## src/rtl/kronos_branch_seq.sv

```systemverilog
// Multi-cycle branch comparator. Operands are compared CHUNK bits per
// cycle from the most significant slice down. The walk stops at the first
// slice that differs, so the latency depends on the data.
//
// state | meaning
// ------+-----------------------------------------------------------------
// IDLE  | ready for a request; operands and op are latched on req_valid
// CMP   | comparing slice idx_q; leaves on the first difference or at idx 0
// DONE  | result/branch presented with resp_valid until resp_ready or flush
module kronos_branch_seq #(
    parameter int XLEN  = 32,
    parameter int CHUNK = 8
) (
    input  logic            clk,
    input  logic            rstz,
    input  logic            flush,
    input  logic            req_valid,
    output logic            req_ready,
    input  logic [2:0]      op,
    input  logic [XLEN-1:0] rs1,
    input  logic [XLEN-1:0] rs2,
    output logic            resp_valid,
    input  logic            resp_ready,
    output logic            branch,
    output logic [1:0]      result
);

    localparam int NCHUNK = XLEN / CHUNK;
    localparam int IW     = (NCHUNK > 1) ? $clog2(NCHUNK) : 1;
    localparam logic [IW-1:0] IDX_TOP = IW'(NCHUNK - 1);

    localparam logic [1:0] RES_EQ = 2'b00;
    localparam logic [1:0] RES_LT = 2'b01;
    localparam logic [1:0] RES_GT = 2'b10;

    typedef enum logic [1:0] {
        IDLE = 2'd0,
        CMP  = 2'd1,
        DONE = 2'd2
    } state_t;

    state_t            state_q, state_d;
    logic [IW-1:0]     idx_q, idx_d;
    logic [2:0]        op_q, op_d;
    logic [XLEN-1:0]   rs1_q, rs1_d;
    logic [XLEN-1:0]   rs2_q, rs2_d;
    logic [1:0]        result_q, result_d;
    logic              branch_q, branch_d;

    logic [CHUNK-1:0]  sl_a, sl_b;

    // Branch decision from funct3 and the final relation; 010/011 fall
    // into the default arm and behave as a less-than branch.
    function automatic logic taken(input logic [2:0] f3, input logic [1:0] rel);
        case (f3)
            3'b000:         taken = (rel == RES_EQ);
            3'b001:         taken = (rel != RES_EQ);
            3'b101, 3'b111: taken = (rel != RES_LT);
            default:        taken = (rel == RES_LT);
        endcase
    endfunction

    // Select the current slice; for signed ops flip the sign bit of the top
    // slice so an unsigned compare orders two's-complement values correctly.
    always_comb begin
        sl_a = '0;
        sl_b = '0;
        for (int i = 0; i < NCHUNK; i++) begin
            if (idx_q == IW'(i)) begin
                sl_a = rs1_q[i*CHUNK +: CHUNK];
                sl_b = rs2_q[i*CHUNK +: CHUNK];
            end
        end
        if (!op_q[1] && (idx_q == IDX_TOP)) begin
            sl_a[CHUNK-1] = ~sl_a[CHUNK-1];
            sl_b[CHUNK-1] = ~sl_b[CHUNK-1];
        end
    end

    // Next-state logic; result/branch only change on the entry into DONE.
    always_comb begin
        state_d  = state_q;
        idx_d    = idx_q;
        op_d     = op_q;
        rs1_d    = rs1_q;
        rs2_d    = rs2_q;
        result_d = result_q;
        branch_d = branch_q;
        case (state_q)
            IDLE: begin
                if (!flush && req_valid) begin
                    op_d    = op;
                    rs1_d   = rs1;
                    rs2_d   = rs2;
                    idx_d   = IDX_TOP;
                    state_d = CMP;
                end
            end
            CMP: begin
                if (flush) begin
                    idx_d   = IDX_TOP;
                    state_d = IDLE;
                end else if (sl_a < sl_b) begin
                    result_d = RES_LT;
                    branch_d = taken(op_q, RES_LT);
                    state_d  = DONE;
                end else if (sl_a > sl_b) begin
                    result_d = RES_GT;
                    branch_d = taken(op_q, RES_GT);
                    state_d  = DONE;
                end else if (idx_q == '0) begin
                    result_d = RES_EQ;
                    branch_d = taken(op_q, RES_EQ);
                    state_d  = DONE;
                end else begin
                    idx_d = idx_q - IW'(1);
                end
            end
            DONE: begin
                if (flush || resp_ready) begin
                    idx_d   = IDX_TOP;
                    state_d = IDLE;
                end
            end
            default: begin
                idx_d   = IDX_TOP;
                state_d = IDLE;
            end
        endcase
    end

    // State and datapath registers.
    always_ff @(posedge clk or negedge rstz) begin
        if (!rstz) begin
            state_q  <= IDLE;
            idx_q    <= IDX_TOP;
            op_q     <= '0;
            rs1_q    <= '0;
            rs2_q    <= '0;
            result_q <= RES_EQ;
            branch_q <= 1'b0;
        end else begin
            state_q  <= state_d;
            idx_q    <= idx_d;
            op_q     <= op_d;
            rs1_q    <= rs1_d;
            rs2_q    <= rs2_d;
            result_q <= result_d;
            branch_q <= branch_d;
        end
    end

    assign req_ready  = (state_q == IDLE);
    assign resp_valid = (state_q == DONE);
    assign result     = result_q;
    assign branch     = branch_q;

endmodule
```

## config.mk

```make
export PLATFORM = sky130hd
export DESIGN_NAME = kronos_branch_seq
export DESIGN_NICKNAME = d
export VERILOG_FILES = /design/src/rtl/kronos_branch_seq.sv
export SDC_FILE = /design/constraint.sdc
export NUM_CORES = 1
export LEC_CHECK = 0
export ABC_AREA = 1
export BUFFER_PORTS_ARGS = -buffer_cell sky130_fd_sc_hd__buf_2
export CORE_ASPECT_RATIO = 2
export CORE_UTILIZATION = 45
export CTS_CLUSTER_DIAMETER = 150
export DETAILED_ROUTE_END_ITERATION = 7
export PLACE_DENSITY = 0.73
export SETUP_SLACK_MARGIN = 0.4
export SLEW_MARGIN = 25
export SYNTH_ARGS = -nofsm -noshare
export SYNTH_HDL_FRONTEND = slang
export SYNTH_SLANG_ARGS = --single-unit
```

## constraint.sdc

```tcl
create_clock -name clk -period 2.3 [get_ports clk]
set_input_delay 0.115 -clock clk [delete_from_list [all_inputs] [get_ports clk]]
set_output_delay 0.115 -clock clk [all_outputs]
set_load 0.03 [all_outputs]
```

==> impl_metrics.csv <==
group,metric,value,unit
setup_path,crit_fanout,7,
setup_path,required_time_at_the_endpoint_of_the_critical_path,2520,ps
routing,detail_route.wl_per_cell,17.4,um
placed_design,number_of_port_buffers,76,
finish,util_after_layout,61.1,%
setup_path,setup.worst_path.start_class,"flip-flop",
clock_network,clock_insertion_delay_worst_skew,330,ps
global_routing,antenna_found_initial,0,
global_routing,grt.total_usage,22.2,%
setup_path,timing_worst_setup_path_type,"flip-flop to flip-flop",
routing,drtAntennaViolNets,0,
clock_network,clock_tree_from_tritoncts,"built",
clock_network,clkSlewWorstSetupHoldPaths,60,ps
timing,final_max_slew_viol_count,0,
global_routing,grt_start_max_net_pins,39,
die,num_io_pins,77,
timing,max_transition_margin,61.4,%
routing,routed_wirelength,9.39,mm
placed_design,setup_slack_placement,-393,ps
finish,insertedDiodeCount,0,
setup_path,crit_path_end_kind,"flip-flop",
flow_run,drv.max_cap_violation_count,0,
routing,avgViaCountPerCell,5.30,
pwr,vdd.ir_drop.worst,797,uV
yosys,synth_cell_type_count,31,
global_routing,grt_pass1_wl,14.4,mm
timing,finalHoldViolations,0,
clock_network,cts_sinks,74,
setup_path,timing.critical_path.slowest_cell_delay,530,ps
setup_path,crit_arrival,2830,ps
clock_network,number_of_clock_buffers_inserted_by_tritoncts,9,
timing,min_period_over_period,113,%
yosys,synth_seq_cells,74,
routing,drc,0,
finish,synthToLayoutAreaGrowth,31.1,%
die,initial_core_util,46.6,%
pwr,cellLeakagePower,0.00259,uW
routing,firstDrtPassIters,4,
timing,whs,10.4,ps
yosys,mappedNetlistArea,3860,um^2
die,die_y,133,um
yosys,synth_seq_area_share,48.0,%
worst_hold_path,hold_path.class,"input port to flip-flop",
outcome,run_status,"complete, but fails checks",
timing,fmax,0.383,GHz
placed_design,dp_hpwl,6.69,mm
setup_path,crit_slowest_cell,"sky130_fd_sc_hd__dfstp_2",
finish,net_count_of_the_finished_layout,519,
finish,final_layout_size_suffix_gt1_share,52.3,%
routing,vias,2852,
clock_network,cts_root_buf,"sky130_fd_sc_hd__clkbuf_16",
timing,setup_viol,7,
placed_design,numPlacedInstances,501,
timing,fin_worst_skew,6.09,ps
die,die_area,8980,um^2
routing,dr.first_iter.drc_count,185,
setup_path,cells_along_the_critical_path,"buf_4 -> ha_4 -> nor2_4 -> buf_6 -> a22oi_2 -> a21oi_1 -> a21oi_1 -> ha_1 -> nand2_1 -> nand2_1 -> nand2_1 -> nand2_1 -> nand2_2 -> nand2_4 -> nand3_4 -> nand2_2 -> nand2_1 -> nand2_1",
clock_network,clockBufferDepth,2,
timing,tightestPinTransition,579,ps
die,std_cell_rows,47,
finish,instances_no_fill,538,
timing,final.setup.worst_slack,-310,ps
placed_design,placer_s_final_routability_congestion_estimate,0.838,
outcome,violations,"negative setup slack",
yosys,post_synthesis_instance_total,321,
global_routing,grt_remaining_overflow,0,
die,die_w,67.5,um
die,core_region_area,8290,um^2
timing,period_minus_slack,2610,ps
setup_path,crit_top_cell,"sky130_fd_sc_hd__nand2_1",
clock_network,htree_num_levels,3,
global_routing,first_global_vias,2951,
yosys,synth_area_per_cell,12.0,um^2
timing,grt_setup_unrepaired,"yes",
yosys,syn_nets,405,
yosys,yosysWarningCount,0,
finish,n_fill_cell,624,
pwr,power_per_cell_area,1460,nW/um^2
-- registers in the layout, indices dropped and copies added (netlist names) --
signal,flops
state_q,2
result,2
idx_q,2
rs1_q,32
branch,1
rs2_q,32
op_q,3
-- cell families after synthesis --
group,after synthesis,share of synthesized area [%]
AO/OA/AOI/OAI,67,9.59
flip-flops,74,48.0
multiplexers,64,24.9
XOR/XNOR,1,0.227
AND/OR/NAND/NOR,71,8.72
adder cells (fa/ha/maj),12,3.89
buffers and inverters,32,4.67
-- metal layers --
| layer | up-vias | track usage, % | routed length, um |
|---|---|---|---|
| li1 | 1342 | - | - |
| met1 | 1397 | 25.6 | 3480 |
| met2 | 86 | 36.2 | 5140 |
| met3 | 27 | 4.66 | 350 |
| met4 | 0 | 13.0 | 416 |
| met5 | - | 0 | 0 |
-- worst paths after layout --
path / startpoint / endpoint / slack (ps) / cells after the start
max: idx_q[0]$_DFFE_PN1P_ / result[1]$_DFFE_PN0P_ / -310 / 18
min: rs1[0] / rs1_q[0]$_DFFE_PN0P_ / 10 / 2
max reg2reg: idx_q[0]$_DFFE_PN1P_ / result[1]$_DFFE_PN0P_ / -310 / 18
min reg2reg: result[1]$_DFFE_PN0P_ / result[1]$_DFFE_PN0P_ / 490 / 2
max in group asynchronous: rstz / rs2_q[16]$_DFFE_PN0P_ / 1300 / 3
min in group asynchronous: rstz / rs1_q[14]$_DFFE_PN0P_ / 320 / 2
-- Yosys cell counts (all sizes together) --
| cell | count | area (um^2) |
|---|---|---|
| xnor2 | 1 | 8.76 |
| a21oi | 27 | 135 |
| mux2 | 64 | 961 |
| nand4 | 2 | 18.8 |
| buf | 10 | 96.4 |
| o21ai | 26 | 130 |
| ha | 12 | 150 |
| dfrtp | 72 | 1800 |
| clkbuf | 5 | 20.0 |
| nor2 | 17 | 83.8 |
| clkinv | 1 | 3.75 |
| nand3b | 1 | 7.51 |
| a211oi | 1 | 7.51 |
| nand3 | 8 | 45.0 |
| a22oi | 12 | 90.1 |
| inv | 16 | 60.1 |
| nand2 | 42 | 175 |
| or2 | 1 | 6.26 |
| a21o | 1 | 7.51 |
| dfstp | 2 | 52.6 |
-- cell usage in the layout, fill, tap and decap left out, types with 3 or more instances in the layout --
| master | count |
|---|---|
| sky130_fd_sc_hd__a21oi_1 | 26 |
| sky130_fd_sc_hd__a22oi_1 | 3 |
| sky130_fd_sc_hd__a22oi_2 | 9 |
| sky130_fd_sc_hd__buf_12 | 3 |
| sky130_fd_sc_hd__buf_2 | 76 |
| sky130_fd_sc_hd__buf_4 | 26 |
| sky130_fd_sc_hd__buf_6 | 3 |
| sky130_fd_sc_hd__clkbuf_16 | 10 |
| sky130_fd_sc_hd__clkinv_2 | 3 |
| sky130_fd_sc_hd__clkinvlp_4 | 3 |
| sky130_fd_sc_hd__dfrtp_1 | 72 |
| sky130_fd_sc_hd__dlygate4sd3_1 | 6 |
| sky130_fd_sc_hd__ha_1 | 7 |
| sky130_fd_sc_hd__ha_2 | 3 |
| sky130_fd_sc_hd__inv_1 | 10 |
| sky130_fd_sc_hd__inv_2 | 4 |
| sky130_fd_sc_hd__mux2_4 | 64 |
| sky130_fd_sc_hd__nand2_1 | 37 |
| sky130_fd_sc_hd__nand2_2 | 3 |
| sky130_fd_sc_hd__nand2_4 | 3 |
| sky130_fd_sc_hd__nand3_1 | 7 |
| sky130_fd_sc_hd__nor2_1 | 12 |
| sky130_fd_sc_hd__nor2_4 | 4 |
| sky130_fd_sc_hd__o21ai_0 | 12 |
| sky130_fd_sc_hd__o21ai_1 | 14 |
-- power by group --
| part | switching [uW] | total [uW] | leakage, uW | internal (uW) |
|---|---|---|---|---|
| sequential | 510 | 2480 | 0.000873 | 1970 |
| clock | 533 | 1370 | 0.000145 | 836 |
| combinational | 1630 | 3570 | 0.00157 | 1940 |
-- worst max-delay path, delay by kind of cell (launching register included) --
kind	cells	cell delay, ps
buffers and inverters	2	270
AND/OR/NAND/NOR	11	840
AO/OA/AOI/OAI	3	400
adder cells (fa/ha/maj)	2	480
flip-flops	1	530
-- what timing repair did --
item | CTS | global route
buffers inserted | 2 | 9
hold buffers | 5 | 1
hold endpoints to repair | 25 | 1
cloned | 2 | 2
pin swaps | 11 | 14
endpoints found under the setup margin | 7 | 7
resized for setup | 20 | 20
-- layout make-up --
class	count	area, um^2	area share (%)
well taps	98	123	2.42
inverters	17	72.6	1.43
repair inverters	1	7.51	0.148
flip-flops and latches	74	1850	36.6
clock inverters	7	70.1	1.38
multi-input cells	217	1960	38.6
repair buffers	115	754	14.9
clock buffers	9	225	4.45
-- per-stage QoR --
step | total power, uW | setup TNS [ps] | instance area [um^2]
2_1_floorplan | 4620 | -1120 | 3890
3_3_place_gp | 5430 | -1920 | 4450
3_5_place_dp | 5510 | -2460 | 4450
4_1_cts | 7090 | -2050 | 4890
5_1_grt | 7870 | -3290 | 5060
6_report | 7410 | -1990 | 5060
No activity file was read; power rests on OpenSTA's default activity.
